===== src/rtl/spi_pkg.sv =====
// Shared types and constants for the SPI master transfer sequencer.
package spi_pkg;

    localparam int DATA_W_DEFAULT = 8;

    // SPI modes encoded as {cpol, cpha}
    localparam logic [1:0] SPI_MODE0 = 2'b00;
    localparam logic [1:0] SPI_MODE1 = 2'b01;
    localparam logic [1:0] SPI_MODE2 = 2'b10;
    localparam logic [1:0] SPI_MODE3 = 2'b11;

    typedef enum logic [2:0] {
        IDLE   = 3'd0,
        SETUP  = 3'd1,
        SHIFT  = 3'd2,
        HOLD   = 3'd3,
        FINISH = 3'd4
    } xfer_state_t;

    function automatic logic is_leading_edge(input logic edge_lsb);
        return ~edge_lsb;
    endfunction

endpackage


===== src/rtl/spi_xfer_ctrl_if.sv =====
// Host handshake, divider link and SPI pins of the transfer sequencer.
interface spi_xfer_ctrl_if
    import spi_pkg::*;
#(
    parameter int DATA_W = DATA_W_DEFAULT
) ();

    logic              start;
    logic              cpol;
    logic              cpha;
    logic [DATA_W-1:0] tx_data;
    logic [DATA_W-1:0] rx_data;
    logic              busy;
    logic              done;
    logic              brd_en;
    logic              brd_tick;
    logic              sclk;
    logic              cs_n;
    logic              mosi;
    logic              miso;

    modport master (
        input  start, cpol, cpha, tx_data, brd_tick, miso,
        output rx_data, busy, done, brd_en, sclk, cs_n, mosi
    );

    modport slave (
        output start, cpol, cpha, tx_data, brd_tick, miso,
        input  rx_data, busy, done, brd_en, sclk, cs_n, mosi
    );

endinterface


===== src/rtl/spi_shift_reg.sv =====
// Transfer shift register: parallel load, shift-left with serial input, LSB sample.
module spi_shift_reg
    import spi_pkg::*;
#(
    parameter int DATA_W = DATA_W_DEFAULT
) (
    input  logic              clock,
    input  logic              reset,
    input  logic              load,
    input  logic [DATA_W-1:0] load_data,
    input  logic              shift,
    input  logic              shift_in,
    input  logic              sample,
    input  logic              sample_in,
    output logic [DATA_W-1:0] q,
    output logic              msb,
    output logic              next_msb
);

    logic [DATA_W-1:0] q_r;

    // Load has priority over shift, shift over LSB sample.
    always_ff @(posedge clock) begin
        if (reset) begin
            q_r <= {DATA_W{1'b0}};
        end else if (load) begin
            q_r <= load_data;
        end else if (shift) begin
            q_r <= {q_r[DATA_W-2:0], shift_in};
        end else if (sample) begin
            q_r[0] <= sample_in;
        end else begin
            q_r <= q_r;
        end
    end

    assign q        = q_r;
    assign msb      = q_r[DATA_W-1];
    assign next_msb = q_r[DATA_W-2];

endmodule


===== src/rtl/spi_xfer_ctrl.sv =====
// SPI master transfer sequencer: paces SCK from the divider tick, shifts one word per start.
module spi_xfer_ctrl
    import spi_pkg::*;
#(
    parameter int DATA_W = DATA_W_DEFAULT,
    parameter int EDGE_W = 6
) (
    input  logic            clock,
    input  logic            reset,
    spi_xfer_ctrl_if.master bus
);

    localparam logic [EDGE_W-1:0] LAST_EDGE = EDGE_W'(2 * DATA_W - 1);
    localparam logic [EDGE_W-1:0] EDGE_ONE  = {{(EDGE_W-1){1'b0}}, 1'b1};

    xfer_state_t       state_r, state_s;
    logic [EDGE_W-1:0] edge_cnt_r, edge_cnt_s;
    logic              cpol_r, cpol_s;
    logic              cpha_r, cpha_s;
    logic              sclk_r, sclk_s;
    logic              cs_n_r, cs_n_s;
    logic              mosi_r, mosi_s;
    logic              busy_r, busy_s;
    logic              done_r, done_s;
    logic              brd_en_r, brd_en_s;
    logic              sample_r, sample_s;
    logic [DATA_W-1:0] rx_data_r, rx_data_s;

    logic              sr_load_s, sr_shift_s, sr_shift_in_s, sr_sample_s;
    logic [DATA_W-1:0] sr_q_s;
    logic              sr_msb_s, sr_next_msb_s;
    logic              leading_s, last_edge_s;

    spi_shift_reg #(.DATA_W(DATA_W)) u_shreg (
        .clock     (clock),
        .reset     (reset),
        .load      (sr_load_s),
        .load_data (bus.tx_data),
        .shift     (sr_shift_s),
        .shift_in  (sr_shift_in_s),
        .sample    (sr_sample_s),
        .sample_in (bus.miso),
        .q         (sr_q_s),
        .msb       (sr_msb_s),
        .next_msb  (sr_next_msb_s)
    );

    // State register.
    always_ff @(posedge clock) begin
        if (reset) begin
            state_r <= IDLE;
        end else begin
            state_r <= state_s;
        end
    end

    // Next state and next values of every registered output.
    always_comb begin
        state_s       = state_r;
        edge_cnt_s    = edge_cnt_r;
        cpol_s        = cpol_r;
        cpha_s        = cpha_r;
        sclk_s        = sclk_r;
        cs_n_s        = cs_n_r;
        mosi_s        = mosi_r;
        busy_s        = busy_r;
        done_s        = 1'b0;
        brd_en_s      = brd_en_r;
        rx_data_s     = rx_data_r;
        sample_s      = sample_r;
        sr_load_s     = 1'b0;
        sr_shift_s    = 1'b0;
        sr_shift_in_s = 1'b0;
        sr_sample_s   = 1'b0;
        leading_s     = is_leading_edge(edge_cnt_r[0]);
        last_edge_s   = (edge_cnt_r == LAST_EDGE);

        case (state_r)
            IDLE: begin
                sclk_s = bus.cpol;
                if (bus.start) begin
                    state_s    = SETUP;
                    cs_n_s     = 1'b0;
                    busy_s     = 1'b1;
                    brd_en_s   = 1'b1;
                    sr_load_s  = 1'b1;
                    cpol_s     = bus.cpol;
                    cpha_s     = bus.cpha;
                    edge_cnt_s = {EDGE_W{1'b0}};
                    mosi_s     = bus.tx_data[DATA_W-1];
                end else begin
                    cs_n_s   = 1'b1;
                    busy_s   = 1'b0;
                    brd_en_s = 1'b0;
                end
            end
            SETUP: begin
                if (bus.brd_tick) begin
                    state_s = SHIFT;
                end else begin
                    state_s = SETUP;
                end
            end
            SHIFT: begin
                if (bus.brd_tick) begin
                    sclk_s     = ~sclk_r;
                    edge_cnt_s = edge_cnt_r + EDGE_ONE;
                    // cpha=0 holds the sampled bit aside so tx bit 0 survives until it is shifted out
                    if (leading_s) begin
                        if (cpha_r) begin
                            mosi_s     = sr_msb_s;
                            sr_shift_s = 1'b1;
                        end else begin
                            sample_s = bus.miso;
                        end
                    end else begin
                        if (cpha_r) begin
                            sr_sample_s = 1'b1;
                        end else begin
                            sr_shift_s    = 1'b1;
                            sr_shift_in_s = sample_r;
                            if (!last_edge_s) begin
                                mosi_s = sr_next_msb_s;
                            end else begin
                                mosi_s = mosi_r;
                            end
                        end
                    end
                    if (last_edge_s) begin
                        state_s = HOLD;
                    end else begin
                        state_s = SHIFT;
                    end
                end else begin
                    state_s = SHIFT;
                end
            end
            HOLD: begin
                if (bus.brd_tick) begin
                    state_s   = FINISH;
                    cs_n_s    = 1'b1;
                    brd_en_s  = 1'b0;
                    done_s    = 1'b1;
                    busy_s    = 1'b0;
                    rx_data_s = sr_q_s;
                    sclk_s    = cpol_r;
                end else begin
                    state_s = HOLD;
                end
            end
            FINISH: begin
                state_s = IDLE;
                sclk_s  = cpol_r;
            end
            default: begin
                state_s  = IDLE;
                cs_n_s   = 1'b1;
                busy_s   = 1'b0;
                brd_en_s = 1'b0;
            end
        endcase
    end

    // Datapath and output registers.
    always_ff @(posedge clock) begin
        if (reset) begin
            edge_cnt_r <= {EDGE_W{1'b0}};
            cpol_r     <= 1'b0;
            cpha_r     <= 1'b0;
            sclk_r     <= 1'b0;
            cs_n_r     <= 1'b1;
            mosi_r     <= 1'b0;
            busy_r     <= 1'b0;
            done_r     <= 1'b0;
            brd_en_r   <= 1'b0;
            sample_r   <= 1'b0;
            rx_data_r  <= {DATA_W{1'b0}};
        end else begin
            edge_cnt_r <= edge_cnt_s;
            cpol_r     <= cpol_s;
            cpha_r     <= cpha_s;
            sclk_r     <= sclk_s;
            cs_n_r     <= cs_n_s;
            mosi_r     <= mosi_s;
            busy_r     <= busy_s;
            done_r     <= done_s;
            brd_en_r   <= brd_en_s;
            sample_r   <= sample_s;
            rx_data_r  <= rx_data_s;
        end
    end

    assign bus.rx_data = rx_data_r;
    assign bus.busy    = busy_r;
    assign bus.done    = done_r;
    assign bus.brd_en  = brd_en_r;
    assign bus.sclk    = sclk_r;
    assign bus.cs_n    = cs_n_r;
    assign bus.mosi    = mosi_r;

endmodule


===== src/flat_wrapper.sv =====
// flat-port wrapper written by rule: the top's interface ports become plain ports
module spi_xfer_ctrl_flat import spi_pkg::*;
#(
    parameter int DATA_W = DATA_W_DEFAULT,
    parameter int EDGE_W = 6
)
  (clock, reset, bus_start, bus_cpol, bus_cpha, bus_tx_data, bus_brd_tick, bus_miso, bus_rx_data, bus_busy, bus_done, bus_brd_en, bus_sclk, bus_cs_n, bus_mosi);
  spi_xfer_ctrl_if #(.DATA_W(DATA_W)) bus_i ();
  input  logic clock;
  input  logic reset;
  input wire logic [$bits(bus_i.start)-1:0] bus_start;
  input wire logic [$bits(bus_i.cpol)-1:0] bus_cpol;
  input wire logic [$bits(bus_i.cpha)-1:0] bus_cpha;
  input wire logic [$bits(bus_i.tx_data)-1:0] bus_tx_data;
  input wire logic [$bits(bus_i.brd_tick)-1:0] bus_brd_tick;
  input wire logic [$bits(bus_i.miso)-1:0] bus_miso;
  output wire logic [$bits(bus_i.rx_data)-1:0] bus_rx_data;
  output wire logic [$bits(bus_i.busy)-1:0] bus_busy;
  output wire logic [$bits(bus_i.done)-1:0] bus_done;
  output wire logic [$bits(bus_i.brd_en)-1:0] bus_brd_en;
  output wire logic [$bits(bus_i.sclk)-1:0] bus_sclk;
  output wire logic [$bits(bus_i.cs_n)-1:0] bus_cs_n;
  output wire logic [$bits(bus_i.mosi)-1:0] bus_mosi;
  assign bus_i.start = bus_start;
  assign bus_i.cpol = bus_cpol;
  assign bus_i.cpha = bus_cpha;
  assign bus_i.tx_data = bus_tx_data;
  assign bus_i.brd_tick = bus_brd_tick;
  assign bus_i.miso = bus_miso;
  assign bus_rx_data = bus_i.rx_data;
  assign bus_busy = bus_i.busy;
  assign bus_done = bus_i.done;
  assign bus_brd_en = bus_i.brd_en;
  assign bus_sclk = bus_i.sclk;
  assign bus_cs_n = bus_i.cs_n;
  assign bus_mosi = bus_i.mosi;
  spi_xfer_ctrl #(.DATA_W(DATA_W), .EDGE_W(EDGE_W)) u_core (.clock(clock), .reset(reset), .bus(bus_i));
endmodule

===== config.mk =====
export PLATFORM = sky130hd
export DESIGN_NAME = spi_xfer_ctrl_flat
export DESIGN_NICKNAME = d
export VERILOG_FILES = /design/src/rtl/spi_pkg.sv /design/src/rtl/spi_xfer_ctrl_if.sv /design/src/rtl/spi_shift_reg.sv /design/src/rtl/spi_xfer_ctrl.sv /design/src/flat_wrapper.sv
export SDC_FILE = /design/constraint.sdc
export NUM_CORES = 1
export LEC_CHECK = 0
export BUFFER_PORTS_ARGS = -buffer_cell sky130_fd_sc_hd__clkbuf_2
export CAP_MARGIN = 30
export CORE_MARGIN = 1.5
export CORE_UTILIZATION = 59
export DETAILED_ROUTE_END_ITERATION = 12
export PLACE_DENSITY_LB_ADDON = 0.15
export SETUP_SLACK_MARGIN = 0.5
export SYNTH_ARGS = -nofsm -noshare
export SYNTH_HDL_FRONTEND = slang
export SYNTH_HIERARCHICAL = 1
export SYNTH_SLANG_ARGS = --single-unit

===== constraint.sdc =====
create_clock -name clock -period 3.2 [get_ports clock]
set_input_delay 0.48 -clock clock [delete_from_list [all_inputs] [get_ports clock]]
set_output_delay 0.48 -clock clock [all_outputs]
set_load 0.02 [all_outputs]

==> results.cfg <==
[run_status]
status = finished clean

[logic_synthesis]
seq_area_frac_synth_pct = 40.9
dominantRegCellSynth = dfxtp_1
synth-seq-cells = 33
synth_fp_nets = 197
synth_enable_flop_cells = 0
yosys_warnings = 6
ys_types = 42
syn_avg_cell_area_sq_um = 9.02
synth_top_area_share_pct = 40.9
synth_top_area_cell = dfxtp_1
synth_area_sq_mm = 0.00162
synthTopCellsByArea = dfxtp_1, nand2_1, mux2i_1, a21oi_1, a211oi_1
async_reset_ff_share_pct = 0
synthCells = 179

[drt]
wl_mm = 3.23
wl_per_cell_um = 13.9
dr.pass1.iters = 4
drcViolationCount = 0
postRouteAntennaNets = 0
viasPerCell = 5.69
drt_iter0_drc = 39
vias = 1320

[worst_setup_path]
path_max_fanout = 14
timing.rr.end = u_core/u_shreg/q[7]
end_kind = flip-flop
startpoint_type = flip-flop
arrival_ns = 2.20
reg2reg_depth = 5
worstSetupPathType = reg -> reg
critPathRequiredTime_ns = 3.46
rr_startpoint = u_core/state_r[1]
reg2reg_slack_ns = 1.26

[worst_hold_path]
hold_depth = 3
holdCritPathClass = in -> reg
worstHoldEndpoint = u_core/cpha_r
min_from = bus_cpha

[clocking]
cts_hold_buf = 0
cts_resized = 0
tritoncts.num_buffers = 5
htree_levels = 2
clk_path_buf_depth = 2
clock-root-buffer = clkbuf_4
clkTransAtPathRegs_ns = 0.12
postCtsSetupBuffers = 0
cts_tree = built
cts.sinks = 33
insertion_delay_ns = 0.35

[layout]
nets = 219
fillCellCount = 204
multi_input_area_sq_um = 831
diodes = 0
postLayoutCellArea_sq_mm = 0.00174
syn2layout_area_growth_pct = 7.90
seqCellArea_sq_um = 661
drive_above_1_share_pct = 22.8

[global_routing]
use_met1_pct = 28.7
top_usage_layer = met2
grt_pass1_wl_mm = 5.33
grt_pass1_vias = 1211
antenna_found_initial = 0
track_usage_pct = 22.2
overflow = 0
grt_max_degree = 32
grt_use_met3_pct = 8.20
gr-usage-met2_pct = 34.4

[flow_run]
cap_violations = 0

[timing]
timing.final.crit_share_pct = 60.7
hold_viol_final = 0
relSlewSlack_pct = 59.5
setup_tns_ns = 0
drv_slew = 0
fin_skew_ns = 0.0148
max_freq_mhz = 515
period_minus_slack_ns = 1.94
rsz0062_at_grt = false
tightest_slew_ns = 0.607
setup_viol = 0

[placement]
place_area_sq_mm = 0.00169
portBuffers = 28
dp.final_hpwl_mm = 2.27
gp_congestion = 0.769

[die]
pin_count = 29
start_util_pct = 63.5
die_height_um = 55.3
rows = 18
die_area_sq_mm = 0.00306
die_w_um = 55.3
core_sq_mm = 0.00254

[power_and_ir_drop]
leakage_nw = 0.671
worst_ir_drop_vdd_mv = 0.340
p_total_mw = 0.803
powerDensity_mw_per_mm2 = 461
[routing by layer]
metal	wire, um	up-vias
li1	-	669
met1	1580	616
met2	1460	30
met3	148	5
met4	38	0
met5	0	-
[report_power, final]
group          leakage (nW)  switching [mW]  internal, mW
registers             0.269          0.0248         0.432
logic                 0.371          0.0648        0.0469
clock network        0.0310           0.151        0.0828
total                 0.671           0.241         0.562
[how the worst max path moves through the flow]
| stage | slack (ns) | cells after the start | from | endpoint |
|---|---|---|---|---|
| floorplan | 1.59 | 6 | u_core/edge_cnt_r[0] | u_core/u_shreg/q[0] |
| global placement | 1.46 | 5 | bus_brd_tick | u_core/u_shreg/q[0] |
| detailed placement | 1.36 | 5 | u_core/state_r[1] | u_core/u_shreg/q[3] |
| CTS | 1.26 | 5 | u_core/state_r[1] | u_core/u_shreg/q[3] |
| global route | 1.07 | 5 | u_core/state_r[1] | u_core/u_shreg/q[3] |
| finish | 1.26 | 5 | u_core/state_r[1] | u_core/u_shreg/q[7] |
[Yosys cell counts, types with 3 or more instances]
cell type and n:
xor2_1 4, buf_6 3, buf_4 3, a211oi_1 9, mux2i_1 9, nand4_1 4
a21oi_1 17, nor2_1 11, and2_1 3, and3_1 3, nand3_1 5, ha_1 3
buf_2 3, nor2b_1 7, dfxtp_1 33, inv_1 5, nand2_1 28
[final cells by class]
type	instances	area share (%)
repair buffers	28	8.04
flip-flops and latches	33	37.9
well taps	30	2.15
inverters	5	1.08
clock inverters	3	1.01
multi-input cells	128	47.7
clock buffers	5	2.15
[cell usage in the layout, fill, tap and decap left out, drive strengths merged, types with 2 or more instances in the layout]
master	netlist	layout
a211oi	9	9
xor2	4	4
nand4	4	4
xnor2	2	2
inv	5	5
nor2	11	11
clkinv	0	2
and2	5	5
a21oi	18	18
dfxtp	33	33
clkbuf	3	33
nor3	2	2
ha	3	3
mux2i	9	9
nand2	28	28
nor2b	7	7
and3	3	3
nand3	5	5
[per-stage QoR]
step	std cells	hold slack (ns)	setup slack [ns]	util (%)
after floorplan	179	0.429	1.59	-
after global placement	224	0.440	1.46	66.3
after detailed placement	224	0.449	1.36	66.3
after CTS	232	0.356	1.26	68.5
after global routing	232	0.370	1.07	68.5
final	232	0.362	1.26	68.5
[worst max-delay path, stage by stage (launching register included)]
cell	delay (ns)
dfxtp_1	0.46
nor3_1	0.35
nand2_1	0.23
inv_1	0.33
inv_1	0.22
a211oi_1	0.27
[cell families after synthesis]
logic type	count (synthesis)	synth area share, %
xor+xnor	6	3.25
flops	33	40.9
simple gates	73	23.8
fa+ha+maj	3	2.32
compound gates	36	15.8
mux	10	6.27
buf+inv	18	7.67
[registers in the layout (all words and copies together) (netlist names)]
| name | flops |
|---|---|
| u_core/bus.cs_n | 1 |
| u_core/bus.done | 1 |
| u_core/cpha_r | 1 |
| u_core/edge_cnt_r | 6 |
| u_core/sample_r | 1 |
| u_core/bus.brd_en | 1 |
| u_core/u_shreg/q | 8 |
| u_core/cpol_r | 1 |
| u_core/state_r | 3 |
| u_core/bus.sclk | 1 |
| u_core/bus.mosi | 1 |
| u_core/bus.rx_data | 8 |
Power figures use the tool's default switching activity.
